## src/rtl/bp_pkg.sv

```systemverilog
// Shared definitions for the dynamic branch predictor: PC source encoding
// and saturating-counter helpers used by the counter table.
package bp_pkg;

  // Next-PC source select driven towards Fetch.
  localparam logic [1:0] PCSRC_INC    = 2'b00;  // pc + 4
  localparam logic [1:0] PCSRC_TGT_D  = 2'b01;  // predicted-taken target from Decode
  localparam logic [1:0] PCSRC_FALL_E = 2'b10;  // recovery: pc_E + 4
  localparam logic [1:0] PCSRC_TGT_E  = 2'b11;  // recovery: Execute target

  // Saturating step of a `bits`-wide counter; holds at 0 and at all-ones.
  function automatic int ctr_next(input int ctr, input logic taken, input int bits);
    int top;
    top = (1 << bits) - 1;
    if (taken) return (ctr >= top) ? top : ctr + 1;
    else       return (ctr <= 0)   ? 0   : ctr - 1;
  endfunction

  // Weakly not-taken: the largest value whose MSB is still clear.
  function automatic int weak_nt(input int bits);
    return (1 << (bits - 1)) - 1;
  endfunction

endpackage

```

## src/rtl/sat_counter_table.sv

```systemverilog
// ENTRIES x CTR_BITS saturating counter array. One combinational read port
// for Decode lookups, one read-modify-write update port for Execute.
// No write-to-read bypass: a same-cycle lookup sees the old value.
module sat_counter_table
  import bp_pkg::*;
#(
  parameter int ENTRIES  = 64,
  parameter int CTR_BITS = 2,
  parameter int IDX_W    = $clog2(ENTRIES)
)(
  input  logic                clk,
  input  logic                reset,
  input  logic [IDX_W-1:0]    i_rd_idx,
  output logic [CTR_BITS-1:0] o_rd_ctr,
  input  logic                i_upd_en,
  input  logic [IDX_W-1:0]    i_upd_idx,
  input  logic                i_upd_taken
);

  logic [ENTRIES-1:0][CTR_BITS-1:0] r_ctr;
  logic [CTR_BITS-1:0]              w_upd_nxt;
  logic [CTR_BITS-1:0]              w_rst_val;

  assign o_rd_ctr  = r_ctr[i_rd_idx];
  assign w_upd_nxt = CTR_BITS'(ctr_next(int'(r_ctr[i_upd_idx]), i_upd_taken, CTR_BITS));
  assign w_rst_val = CTR_BITS'(weak_nt(CTR_BITS));

  // Reset every entry to weakly not-taken; otherwise apply the resolved outcome.
  always_ff @(posedge clk) begin
    if (reset) begin
      for (int i = 0; i < ENTRIES; i++) r_ctr[i] <= w_rst_val;
    end else if (i_upd_en) begin
      r_ctr[i_upd_idx] <= w_upd_nxt;
    end
  end

endmodule

```

## src/rtl/branch_predictor.sv

```systemverilog
// Dynamic branch predictor (bimodal, or gshare when GHR_BITS > 0).
// Predicts in Decode, trains and detects mispredictions in Execute, and
// selects the next PC source including the redirect-to-target recovery.
module branch_predictor
  import bp_pkg::*;
#(
  parameter  int PC_W     = 32,
  parameter  int ENTRIES  = 64,
  parameter  int CTR_BITS = 2,
  parameter  int GHR_BITS = 0,
  parameter  int STAT_W   = 32,
  localparam int IDX_W    = $clog2(ENTRIES)
)(
  input  logic              clk,
  input  logic              reset,
  input  logic [PC_W-1:0]   pc_D,
  input  logic              branch_D,
  input  logic              jump_D,
  output logic              predict_taken_D,
  output logic [IDX_W-1:0]  index_D,
  input  logic              branch_E,
  input  logic              stall_E,
  input  logic              predicted_E,
  input  logic [IDX_W-1:0]  index_E,
  input  logic              taken_E,
  output logic              mispredict_E,
  output logic [1:0]        PCSrcE,
  output logic [STAT_W-1:0] branch_count,
  output logic [STAT_W-1:0] mispredict_count
);

  logic [IDX_W-1:0]    w_pc_idx;
  logic [IDX_W-1:0]    w_ghr_ext;
  logic [CTR_BITS-1:0] w_rd_ctr;
  logic                w_valid_E;
  logic                w_unused_pc;
  logic [STAT_W-1:0]   r_branch_count;
  logic [STAT_W-1:0]   r_mispredict_count;

  // Word-aligned PC bits select the entry; the rest of the PC is ignored.
  assign w_pc_idx    = pc_D[IDX_W+1:2];
  assign w_unused_pc = ^{pc_D[PC_W-1:IDX_W+2], pc_D[1:0]};

  // History register only exists for gshare; bimodal folds in zero.
  generate
    if (GHR_BITS == 0) begin : g_bimodal
      assign w_ghr_ext = '0;
    end else begin : g_gshare
      logic [GHR_BITS-1:0] r_ghr;

      // Non-speculative history: shift resolved outcomes in at the LSB.
      always_ff @(posedge clk) begin
        if (reset)          r_ghr <= '0;
        else if (w_valid_E) r_ghr <= GHR_BITS'({r_ghr, taken_E});
      end

      // Zero-extend the history onto the low index bits.
      always_comb begin
        w_ghr_ext                 = '0;
        w_ghr_ext[GHR_BITS-1:0]   = r_ghr;
      end
    end
  endgenerate

  assign index_D = w_pc_idx ^ w_ghr_ext;

  sat_counter_table #(
    .ENTRIES  (ENTRIES),
    .CTR_BITS (CTR_BITS),
    .IDX_W    (IDX_W)
  ) u_table (
    .clk         (clk),
    .reset       (reset),
    .i_rd_idx    (index_D),
    .o_rd_ctr    (w_rd_ctr),
    .i_upd_en    (w_valid_E),
    .i_upd_idx   (index_E),
    .i_upd_taken (taken_E)
  );

  assign predict_taken_D = jump_D | (branch_D & w_rd_ctr[CTR_BITS-1]);

  // A stalled Execute neither trains nor redirects; it resolves on release.
  assign w_valid_E    = branch_E & ~stall_E;
  assign mispredict_E = w_valid_E & (taken_E != predicted_E);

  // Execute recovery beats any Decode redirect in the same cycle.
  always_comb begin
    PCSrcE = PCSRC_INC;
    if (mispredict_E)         PCSrcE = taken_E ? PCSRC_TGT_E : PCSRC_FALL_E;
    else if (predict_taken_D) PCSrcE = PCSRC_TGT_D;
  end

  // Saturating statistics over resolved (non-stalled) branches.
  always_ff @(posedge clk) begin
    if (reset) begin
      r_branch_count     <= '0;
      r_mispredict_count <= '0;
    end else if (w_valid_E) begin
      if (r_branch_count != {STAT_W{1'b1}})
        r_branch_count <= r_branch_count + STAT_W'(1);
      if (mispredict_E && (r_mispredict_count != {STAT_W{1'b1}}))
        r_mispredict_count <= r_mispredict_count + STAT_W'(1);
    end
  end

  assign branch_count     = r_branch_count;
  assign mispredict_count = r_mispredict_count;

endmodule

```

## config.mk

```make
export PLATFORM = sky130hd
export DESIGN_NAME = branch_predictor
export DESIGN_NICKNAME = d
export VERILOG_FILES = /design/src/rtl/bp_pkg.sv /design/src/rtl/sat_counter_table.sv /design/src/rtl/branch_predictor.sv
export SDC_FILE = /design/constraint.sdc
export NUM_CORES = 1
export LEC_CHECK = 0
export ABC_AREA = 1
export CAP_MARGIN = 20
export CORE_MARGIN = 5
export CORE_UTILIZATION = 50
export CTS_CLUSTER_SIZE = 25
export DETAILED_ROUTE_END_ITERATION = 12
export DONT_BUFFER_PORTS = 1
export PLACE_DENSITY_LB_ADDON = 0.25
export SYNTH_ARGS = -nofsm -noshare
export SYNTH_HDL_FRONTEND = slang
export SYNTH_SLANG_ARGS = --single-unit
export TNS_END_PERCENT = 20
```

## constraint.sdc

```tcl
create_clock -name clk -period 2.5 [get_ports clk]
set_input_delay 0.5 -clock clk [delete_from_list [all_inputs] [get_ports clk]]
set_output_delay 0.5 -clock clk [all_outputs]
set_load 0.005 [all_outputs]
```

==> flow_summary.yaml <==
run_status:
  status: "completed"
global_routing:
  first_global_vias: 9399
  grt_overflow: 0
  gr-usage-all-layers_pct: 24.14
  grt_max_degree: 108
  antenna_found_initial: 0
  grt_pass1_wl_um: 47690
cells_and_area:
  drive_above_1_share_pct: 3.981
  post-route-util_pct: 54.27
  num-nets-final: 1746
  syn_to_final_growth_pct: 7.332
  layout_common_cells: "nand2_1, dfxtp_1, a21oi_1"
  antenna_cells: 0
  final_common_cell: "nand2_1"
clocking:
  postCtsSetupBuffers: 0
  insertion_delay_ns: 0.44
  ctsHoldBuffers: 0
  cts_resized: 0
  root_buffer: "clkbuf_16"
  cts.path.max_buffers: 2
  cts_buffers: 17
  cts_tree: "built"
  htreeDepth: 4
  cts.sinks: 192
  clk_pin_slew_ns: 0.07
hold_path:
  hold_class: "in2reg"
  hold_start: "reset"
synthesis:
  synth_warnings: 0
  synth_top_family_by_area: "simple AND/OR/NAND/NOR gates"
  async_flop_share_pct: 0
  synth_compound_area_share_pct: 13.68
  synth_edf_count: 0
  syn_inst: 1732
  yosys_register_bits: 192
  yosysSeqAreaShare_pct: 36.39
  synth_cell_types: 34
  synth_xor_area_share_pct: 2.405
  syn_nets: 1780
  yosys_most_used_dff: "dfxtp_1"
  synthAdderAreaFrac_pct: 0.2369
  syn_area_per_cell_um2: 6.099
  synth_mux_area_share_pct: 0
  yosys.area_share.simple_pct: 36.84
  synth.cell_area_um2: 10560
placement:
  gp_routability_congestion: 0.9408
  dp_slack_ns: 0.1942
  dpl.hpwl_um: 20010
  port-buffer-count: 0
power_and_ir_drop:
  peakVddDrop_mv: 0.4552
  p_switching_mw: 1.542
  swShare_pct: 24.42
  pwr-share-clk_pct: 43.0
  intPower_mw: 4.772
  power_frac_comb_pct: 8.2
  leakagePower_nw: 4.497
  power_density_nw_per_um2: 557.0
  power_frac_seq_pct: 48.8
die:
  die_y_um: 155.3
  initial_core_util_pct: 50.57
  coreArea_um2: 20890
  fp-row-count: 53
  io_pins: 120
  die_w_um: 155.3
  die-area_um2: 24130
timing:
  slew_headroom_pct: 64.42
  clock_skew_ns: 0.01214
  fin_crit_sh_pct: 92.99
  hold_violations: 0
  drv_slew: 0
  tightest_slew_ns: 0.5331
  timing.fmax_mhz: 430.2
  min_period_ns: 2.325
  setup_viol: 0
  rsz0062_at_grt: "no"
  fin_setup_tns_ns: 0
  worst_slack_ns: 0.1752
setup_path:
  critical_path_arrival_ns: 1.82
  startpoint: "pc_D[2]"
  r2r_slack_ns: 0.27
  cp.required_ns: 2.00
  path_buf_inv: 2
  rr_startpoint: "mispredict_count[0]"
  path_class: "in2out"
  crit_path_end_kind: "primary output"
  crit_chain: "inv_2 -> buf_4 -> nand2_1 -> nand3_1 -> nand3_1 -> nand2_1 -> nand2_1 -> nand3_1 -> nand2_1 -> nand2_1 -> nand3_1 -> nand2_1 -> nand2_1 -> nand2_1"
  crit_path_frequent_cell: "nand2_1"
  worstSetupStartpointType: "input pin"
  critical-path-slowest-cell: "inv_2"
  cpLargestDelayFamily: "simple AND/OR/NAND/NOR gates"
  cpPeakStageDelay_ns: 0.21
  cp_max_fo: 41
drt:
  final_antenna_net_count: 0
  dr.pass1.iters: 5
  drt-total-wl_um: 29530
  drc_errors: 0
  wl_per_cell_um: 14.89
  viasPerCell: 5.282
  dr_total_vias: 10480
  drt_iter0_drc: 977
flow_run:
  cap_violations: 0
-- cell families (layout without fill, tap and decap cells) --
kind of cell	after synthesis	in the layout
AND/OR/NAND/NOR	963	963
AO/OA/AOI/OAI	286	286
buffers and inverters	260	236
flip-flops	192	192
XOR/XNOR	29	29
adder cells (fa/ha/maj)	2	2
-- final timing paths --
path                                        endpoint  cells after the start
worst max-delay path                       PCSrcE[0]                     14
worst min-delay path            mispredict_count[31]                      1
worst max register to register  mispredict_count[11]                     12
worst min register to register     u_table.r_ctr[18]                      2
-- Yosys cell counts, types with 7 or more instances --
cell | count | area share [%]
nor4_1 | 9 | 0.53
xor2_1 | 23 | 1.9
nand3_1 | 74 | 3.5
buf_4 | 11 | 0.78
o21ai_0 | 99 | 4.7
inv_1 | 174 | 6.2
a21oi_1 | 176 | 8.3
nor3_1 | 46 | 2.2
nor3b_1 | 7 | 0.50
dfxtp_1 | 192 | 36
nand4_1 | 11 | 0.65
nor2_1 | 143 | 5.1
buf_6 | 8 | 0.85
nand2_1 | 661 | 23
clkbuf_1 | 36 | 1.3
buf_2 | 21 | 1.0
-- registers in the layout, indices dropped and copies added, names as in the netlist --
name and count:
u_table.r_ctr 128, branch_count 32, mispredict_count 32
-- routing by layer --
| metal | routed length (µm) | global-route usage [%] |
|---|---|---|
| met1 | 13240 | 32.04 |
| met2 | 13520 | 39.32 |
| met3 | 2187 | 5.953 |
| met4 | 576 | 6.544 |
| met5 | 0 | 0 |
-- power groups by stage --
stage               logic, mW  clock network [mW]  registers, mW
finish                  0.515                2.72           3.08
global route            0.568                2.90           3.08
CTS                     0.512                2.76           3.08
detailed placement      0.510                   0           3.15
global placement        0.508                   0           3.15
floorplan               0.434                   0           3.15
-- metrics by stage --
stage | total power [mW] | instances | instance area (µm²) | hold WS, ns
global route | 6.548 | 1983 | 11340 | 0.1263
global placement | 3.659 | 1954 | 10760 | 0.4416
CTS | 6.357 | 1983 | 11340 | 0.1315
detailed placement | 3.661 | 1954 | 10760 | 0.4460
floorplan | 3.582 | 1732 | 10560 | 0.4401
finish | 6.315 | 1983 | 11340 | 0.1534
-- cell type report --
| cell class | count | area, µm² |
|---|---|---|
| fillers | 2095 | 9552 |
| multi-input cells | 1280 | 5615 |
| flip-flops and latches | 192 | 3844 |
| inverters | 182 | 683.2 |
| clock buffers | 21 | 470.5 |
| well taps | 275 | 344.1 |
| repair buffers | 25 | 275.3 |
| clock inverters | 8 | 105.1 |
Note: power is estimated with default switching activity, not from simulation.
